File: config.mk
export PLATFORM = sky130hd
export DESIGN_NAME = alu_pipe
export DESIGN_NICKNAME = d
export VERILOG_FILES = /design/src/rtl/alu_pkg.sv /design/src/rtl/alu_mul_iter.sv /design/src/rtl/alu_pipe.sv
export SDC_FILE = /design/constraint.sdc
export NUM_CORES = 1
export LEC_CHECK = 0
export ABC_AREA = 1
export CAP_MARGIN = 20
export CORE_MARGIN = 8
export CORE_UTILIZATION = 40
export DETAILED_ROUTE_END_ITERATION = 8
export HOLD_SLACK_MARGIN = 0.02
export SLEW_MARGIN = 5
export SYNTH_ARGS = -nofsm -noshare
export SYNTH_HDL_FRONTEND = slang
export SYNTH_SLANG_ARGS = --single-unit
export TNS_END_PERCENT = 20
File: constraint.sdc
create_clock -name clk -period 3.4 [get_ports clk]
set_input_delay 0.51 -clock clk [delete_from_list [all_inputs] [get_ports clk]]
set_output_delay 0.51 -clock clk [all_outputs]
set_load 0.02 [all_outputs]
File: src/rtl/alu_pkg.sv
// Shared definitions for the pipelined ALU: opcodes, handshake FSM states and
// the WIDTH+1-bit add/subtract helper.
package alu_pkg;

    // Widest operand the add/sub helper supports; callers zero-extend into it.
    localparam int MAX_W = 64;

    localparam logic [4:0] OP_ADD    = 5'b00000;
    localparam logic [4:0] OP_AND    = 5'b00001;
    localparam logic [4:0] OP_PASS_A = 5'b00010;
    localparam logic [4:0] OP_PASS_B = 5'b00011;
    localparam logic [4:0] OP_OR     = 5'b00100;
    localparam logic [4:0] OP_XOR    = 5'b00101;
    localparam logic [4:0] OP_SHL    = 5'b00110;
    localparam logic [4:0] OP_SHR    = 5'b00111;
    localparam logic [4:0] OP_SUB    = 5'b01100;
    localparam logic [4:0] OP_INC    = 5'b10100;
    localparam logic [4:0] OP_DEC    = 5'b10101;
    localparam logic [4:0] OP_MUL    = 5'b11000;

    typedef enum logic [1:0] {
        IDLE     = 2'd0,
        MUL_BUSY = 2'd1,
        DONE     = 2'd2
    } alu_state_e;

    // With zero-extended operands, bit WIDTH of the result is the carry for an
    // add and the borrow for a subtract, whatever WIDTH the caller uses.
    function automatic logic [MAX_W:0] add_sub(input logic [MAX_W-1:0] x,
                                               input logic [MAX_W-1:0] y,
                                               input logic             sub);
        if (sub)
            return {1'b0, x} - {1'b0, y};
        return {1'b0, x} + {1'b0, y};
    endfunction

endpackage

File: src/rtl/alu_mul_iter.sv
// Iterative unsigned shift-add multiplier: one partial product per cycle,
// WIDTH cycles after start; done is raised during the final iteration.
module alu_mul_iter #(
    parameter int WIDTH = 8
) (
    input  logic               clk,
    input  logic               rst_n,
    input  logic               start,
    input  logic [WIDTH-1:0]   mcand_in,
    input  logic [WIDTH-1:0]   mplier_in,
    output logic               done,
    output logic [2*WIDTH-1:0] product
);

    localparam int CW = $clog2(WIDTH);

    logic               running;
    logic [WIDTH-1:0]   mcand;
    logic [WIDTH-1:0]   mplier;
    logic [2*WIDTH-1:0] acc;
    logic [2*WIDTH-1:0] addend;
    logic [CW-1:0]      count;

    // product is the accumulator after this cycle's iteration, so the owner can
    // capture the final value on the same edge that retires the last step.
    always_comb begin
        addend = '0;
        if (mplier[0])
            addend = {{WIDTH{1'b0}}, mcand} << count;
        product = acc + addend;
        done    = running && (count == CW'(WIDTH - 1));
    end

    always_ff @(posedge clk or negedge rst_n) begin
        if (!rst_n) begin
            running <= 1'b0;
            mcand   <= '0;
            mplier  <= '0;
            acc     <= '0;
            count   <= '0;
        end else if (start) begin
            running <= 1'b1;
            mcand   <= mcand_in;
            mplier  <= mplier_in;
            acc     <= '0;
            count   <= '0;
        end else if (running) begin
            acc    <= product;
            mplier <= mplier >> 1;
            count  <= count + 1'b1;
            if (done)
                running <= 1'b0;
        end
    end

endmodule

File: src/rtl/alu_pipe.sv
// Registered ALU with valid/ready on both sides; single-cycle ops finish in one
// cycle, MUL runs through alu_mul_iter and finishes WIDTH+1 cycles after accept.
module alu_pipe
    import alu_pkg::*;
#(
    parameter int WIDTH = 8
) (
    input  logic             clk,
    input  logic             rst_n,
    input  logic             in_valid,
    output logic             in_ready,
    input  logic [WIDTH-1:0] a,
    input  logic [WIDTH-1:0] b,
    input  logic [4:0]       op,
    output logic             out_valid,
    input  logic             out_ready,
    output logic [WIDTH-1:0] result,
    output logic             carry,
    output logic             zero,
    output logic             neg,
    output logic             ovf,
    output logic             illegal,
    output logic [1:0]       state_dbg
);

    // Handshake: a transfer happens on a rising edge where valid and ready are
    // both high; ready never depends on valid, and a held result stays stable.
    localparam int SHW = $clog2(WIDTH);

    alu_state_e         state;
    logic               accept;
    logic               mul_start;
    logic               mul_done;
    logic [2*WIDTH-1:0] mul_product;

    logic [MAX_W:0]     sum_full;
    logic [WIDTH:0]     sum;
    logic [WIDTH:0]     sh_l;
    logic [WIDTH:0]     sh_r;
    logic [WIDTH-1:0]   opnd;
    logic [SHW-1:0]     amt;
    logic               sub;
    logic [WIDTH-1:0]   c_res;
    logic               c_carry;
    logic               c_ovf;
    logic               c_illegal;
    logic               unused_sum_hi;

    assign in_ready  = rst_n && ((state == IDLE) || ((state == DONE) && out_ready));
    assign out_valid = (state == DONE);
    assign accept    = in_valid && in_ready;
    assign mul_start = accept && (op == OP_MUL);
    assign state_dbg = state;

    always_comb begin
        amt       = b[SHW-1:0];
        opnd      = ((op == OP_INC) || (op == OP_DEC)) ? WIDTH'(1) : b;
        sub       = (op == OP_SUB) || (op == OP_DEC);
        sum_full  = add_sub(MAX_W'(a), MAX_W'(opnd), sub);
        sum       = sum_full[WIDTH:0];
        sh_l      = {1'b0, a} << amt;
        sh_r      = {a, 1'b0} >> amt;
        c_res     = '0;
        c_carry   = 1'b0;
        c_ovf     = 1'b0;
        c_illegal = 1'b0;
        case (op)
            OP_ADD, OP_INC: begin
                c_res   = sum[WIDTH-1:0];
                c_carry = sum[WIDTH];
                c_ovf   = (a[WIDTH-1] == opnd[WIDTH-1]) && (sum[WIDTH-1] != a[WIDTH-1]);
            end
            OP_SUB, OP_DEC: begin
                c_res   = sum[WIDTH-1:0];
                c_carry = sum[WIDTH];
                c_ovf   = (a[WIDTH-1] != opnd[WIDTH-1]) && (sum[WIDTH-1] != a[WIDTH-1]);
            end
            OP_AND:    c_res = a & b;
            OP_OR:     c_res = a | b;
            OP_XOR:    c_res = a ^ b;
            OP_PASS_A: c_res = a;
            OP_PASS_B: c_res = b;
            // The extra bit beside the shifted word catches the last bit out.
            OP_SHL: begin
                c_res   = sh_l[WIDTH-1:0];
                c_carry = sh_l[WIDTH];
            end
            OP_SHR: begin
                c_res   = sh_r[WIDTH:1];
                c_carry = sh_r[0];
            end
            OP_MUL:    c_res = '0;
            default:   c_illegal = 1'b1;
        endcase
    end

    assign unused_sum_hi = ^sum_full[MAX_W:WIDTH+1];

    alu_mul_iter #(.WIDTH(WIDTH)) u_mul (
        .clk       (clk),
        .rst_n     (rst_n),
        .start     (mul_start),
        .mcand_in  (a),
        .mplier_in (b),
        .done      (mul_done),
        .product   (mul_product)
    );

    always_ff @(posedge clk or negedge rst_n) begin
        if (!rst_n) begin
            state   <= IDLE;
            result  <= '0;
            carry   <= 1'b0;
            zero    <= 1'b0;
            neg     <= 1'b0;
            ovf     <= 1'b0;
            illegal <= 1'b0;
        end else begin
            case (state)
                IDLE, DONE: begin
                    if (accept) begin
                        if (op == OP_MUL) begin
                            state <= MUL_BUSY;
                        end else begin
                            state   <= DONE;
                            result  <= c_res;
                            carry   <= c_carry;
                            zero    <= (c_res == '0);
                            neg     <= c_res[WIDTH-1];
                            ovf     <= c_ovf;
                            illegal <= c_illegal;
                        end
                    end else if ((state == DONE) && out_ready) begin
                        state <= IDLE;
                    end
                end
                MUL_BUSY: begin
                    if (mul_done) begin
                        state   <= DONE;
                        result  <= mul_product[WIDTH-1:0];
                        carry   <= |mul_product[2*WIDTH-1:WIDTH];
                        zero    <= (mul_product[WIDTH-1:0] == '0);
                        neg     <= mul_product[WIDTH-1];
                        ovf     <= 1'b0;
                        illegal <= 1'b0;
                    end
                end
                default: state <= IDLE;
            endcase
        end
    end

endmodule

==> impl_metrics.json <==
{
  "status": "complete, no violations",
  "seqCellArea_mm2": 0.00125,
  "grt_pass1_wl_um": 26800,
  "avgSynthCellArea_um2": 6.12,
  "maxCapViolations": 0,
  "root_buffer": "clkbuf_16",
  "fp.dieW_um": 130,
  "drtPass1Iterations": 5,
  "reg2reg_depth": 19,
  "numClockSinks": 50,
  "clockPowerShare": 0.180,
  "drc": 0,
  "rsz0062_at_grt": "false",
  "pwr-share-seq": 0.309,
  "hpwl_um": 13400,
  "finalHoldViolCount": 0,
  "ant_nets": 0,
  "chipHeight_um": 130,
  "drive_gt1_frac": 0.104,
  "skew_ns": 0.00408,
  "yosysWarnings": 0,
  "final_nets": 996,
  "r2r_slack_ns": 0.31,
  "coreArea_mm2": 0.0127,
  "setup_viol": 0,
  "fin_ws_ns": 0.243,
  "wl_per_cell_um": 15.2,
  "p_per_area_mw_per_mm2": 451,
  "fmax_mhz": 317,
  "die_area_mm2": 0.0169,
  "routed_wl_um": 16700,
  "numCtsBuffers": 5,
  "comb_power_share": 0.511,
  "htree_levels": 2,
  "grt_antenna_before_repair": 0,
  "grt_pass1_vias": 5347,
  "ys.flop_type": "dfrtp_1",
  "p_sw_frac": 0.429,
  "diodes": 0,
  "clk_latency_ns": 0.29,
  "place_ws_ns": -0.109,
  "final_cell_mix": "nand2_1, inv_1, nor2_1",
  "clkTransAtPathRegs_ns": 0.06,
  "hold_buffers": 0,
  "p_leak_nw": 3.38,
  "io_pins": 42,
  "critical_path_peak_fanout": 4,
  "synth_area_mm2": 0.00521,
  "placed_cells": 1087,
  "switching_power_w": 0.00123,
  "max-clock-path-buffers": 2,
  "synthCells": 851,
  "r2r_end": "carry$_DFFE_PN0P_",
  "synth_seq_cells": 50,
  "post-route-min-period_ns": 3.16,
  "cp_data_arrival_time_ns": 3.34,
  "drt_iter0_drc": 349,
  "vias": 5570,
  "intPower_w": 0.00163,
  "cp-end-kind": "flip-flop",
  "fin_crit_sh": 0.928,
  "required_ns": 3.58,
  "tns_ns": 0,
  "ys_seq_area_frac": 0.240,
  "synthArstFlopShare": 1.00,
  "syn_to_final_growth_pct": 21.4,
  "multi_input_area_mm2": 0.00350,
  "synth_edf_count": 0,
  "cts_tree": "done",
  "mostFrequentLayoutCell": "nand2_1",
  "io_buffer_count": 41,
  "instances_no_fill": 1099,
  "vdd_drop_max_v": 0.000191,
  "start_kind": "input port",
  "grt_overflow": 0,
  "tightest_slew_ns": 0.657,
  "gr-usage-all-layers": 0.202,
  "nFillCells": 1368,
  "gp_congestion": 0.968,
  "slew_violations": 0,
  "post_drt_via_cell_ratio": 5.07,
  "slew_headroom": 0.560,
  "path_class": "input port to flip-flop",
  "ys_types": 41,
  "reg2reg_from": "u_mul.count[0]$_DFFE_PN0P_",
  "grt_max_degree": 51,
  "fin_util": 0.499,
  "start_util": 0.411,
  "hp-class": "input port to async pin",
  "synth_fp_nets": 921,
  "row_count": 41
}
-- worst max-delay path by stage --
stage          slack [ns]  cells past startpoint  start           endpoint
3_3_place_gp        -0.08                     17  op[3]   zero$_DFFE_PN0P_
3_5_place_dp        -0.11                     19  op[2]   zero$_DFFE_PN0P_
5_1_grt              0.03                     22  op[1]  carry$_DFFE_PN0P_
4_1_cts              0.19                     18  op[3]   zero$_DFFE_PN0P_
6_report             0.24                     22  op[1]  carry$_DFFE_PN0P_
2_1_floorplan        0.49                     21  op[2]   zero$_DFFE_PN0P_
-- final cells by class --
cell class                      instances  share of cell area
Multi-Input combinational cell        665               0.553
Sequential cell                        50               0.198
Timing Repair Buffer                   90               0.123
Inverter                              114              0.0677
Tap cell                              172              0.0340
Clock buffer                            6              0.0220
Clock inverter                          2             0.00198
-- logic make-up after synthesis --
family                   Yosys count  synth area share
multiplexers                       1           0.00192
adder cells (fa/ha/maj)           45             0.111
AO/OA/AOI/OAI                    116             0.127
XOR/XNOR                          12            0.0202
AND/OR/NAND/NOR                  491             0.394
buffers and inverters            136             0.105
flip-flops                        50             0.240
-- per-layer routing --
layer / GRT usage / vias to the layer above / wire [um] / share of wire
met4: 0.102 / 0 / 629 / 0.038
met3: 0.0204 / 30 / 522 / 0.031
met5: 0 / - / 0 / 0
met1: 0.244 / 2538 / 7420 / 0.45
li1: - / 2887 / - / -
met2: 0.350 / 115 / 8090 / 0.49
-- timing repair --
action	in CTS	in global routing
setup buffers	0	4
setup endpoints to repair	0	6
resized for setup	0	24
-- worst max-delay path, stage by stage --
cell and delay (ns):
clkdlybuf4s50_1 0.55, inv_2 0.06, nand3_2 0.10, inv_2 0.05, nor2_1 0.13, ha_1 0.18
inv_2 0.05, a21oi_4 0.15, a21oi_2 0.08, xor2_1 0.17, ha_1 0.35, buf_4 0.15
buf_4 0.12, nand3_1 0.08, nand3_2 0.08, nand3b_1 0.16, nand3_1 0.08, nand2_1 0.06
nand2_1 0.05, nand2_1 0.06, nand2_1 0.06, nand2_1 0.05
-- flip-flops by register name, indices dropped and copies added (netlist names) --
signal         cells
state_dbg          2
u_mul.acc         16
u_mul.count        3
zero               1
carry              1
illegal            1
u_mul.mplier       8
result             8
u_mul.mcand        8
ovf                1
u_mul.running      1
-- Yosys cell counts, types with 2 or more instances --
| cell | number | area (um^2) |
|---|---|---|
| nand2_2 | 2 | 12.5 |
| nor2_2 | 3 | 18.8 |
| o22ai_1 | 12 | 75.1 |
| buf_2 | 8 | 40.0 |
| xnor2_1 | 8 | 70.1 |
| nor2_4 | 2 | 22.5 |
| buf_4 | 5 | 37.5 |
| nand3_2 | 2 | 20.0 |
| o211ai_1 | 5 | 37.5 |
| clkbuf_1 | 7 | 26.3 |
| xor2_1 | 4 | 35.0 |
| a21oi_1 | 31 | 155 |
| inv_1 | 109 | 409 |
| dfrtp_1 | 50 | 1250 |
| nand4_1 | 4 | 25.0 |
| o21ai_0 | 48 | 240 |
| inv_2 | 5 | 18.8 |
| o221ai_1 | 5 | 43.8 |
| nor2_1 | 84 | 315 |
| o31ai_1 | 3 | 22.5 |
| or2_2 | 4 | 25.0 |
| nor3_1 | 5 | 25.0 |
| nand3_1 | 71 | 355 |
| a31oi_1 | 5 | 31.3 |
| ha_1 | 43 | 538 |
| and2_1 | 3 | 18.8 |
| fa_1 | 2 | 40.0 |
| nand3b_1 | 8 | 60.1 |
| nand2_1 | 301 | 1130 |
-- power groups by stage --
stage                     Clock [W]  Combinational (W)  Sequential (W)
after detailed placement          0            0.00142        0.000890
after global routing       0.000553            0.00164        0.000902
after CTS                  0.000534            0.00143        0.000879
after floorplan                   0           0.000911        0.000903
final                      0.000515            0.00146        0.000881
after global placement            0            0.00142        0.000886
-- metrics by stage --
stage | hold WS (ns) | power (W) | cell area [um^2]
floorplan | 0.214 | 0.00181 | 5210
global placement | 0.468 | 0.00230 | 6050
detailed placement | 0.475 | 0.00231 | 6050
CTS | 0.455 | 0.00284 | 6200
global route | 0.478 | 0.00310 | 6320
finish | 0.419 | 0.00285 | 6320
Power figures use the tool's default switching activity.
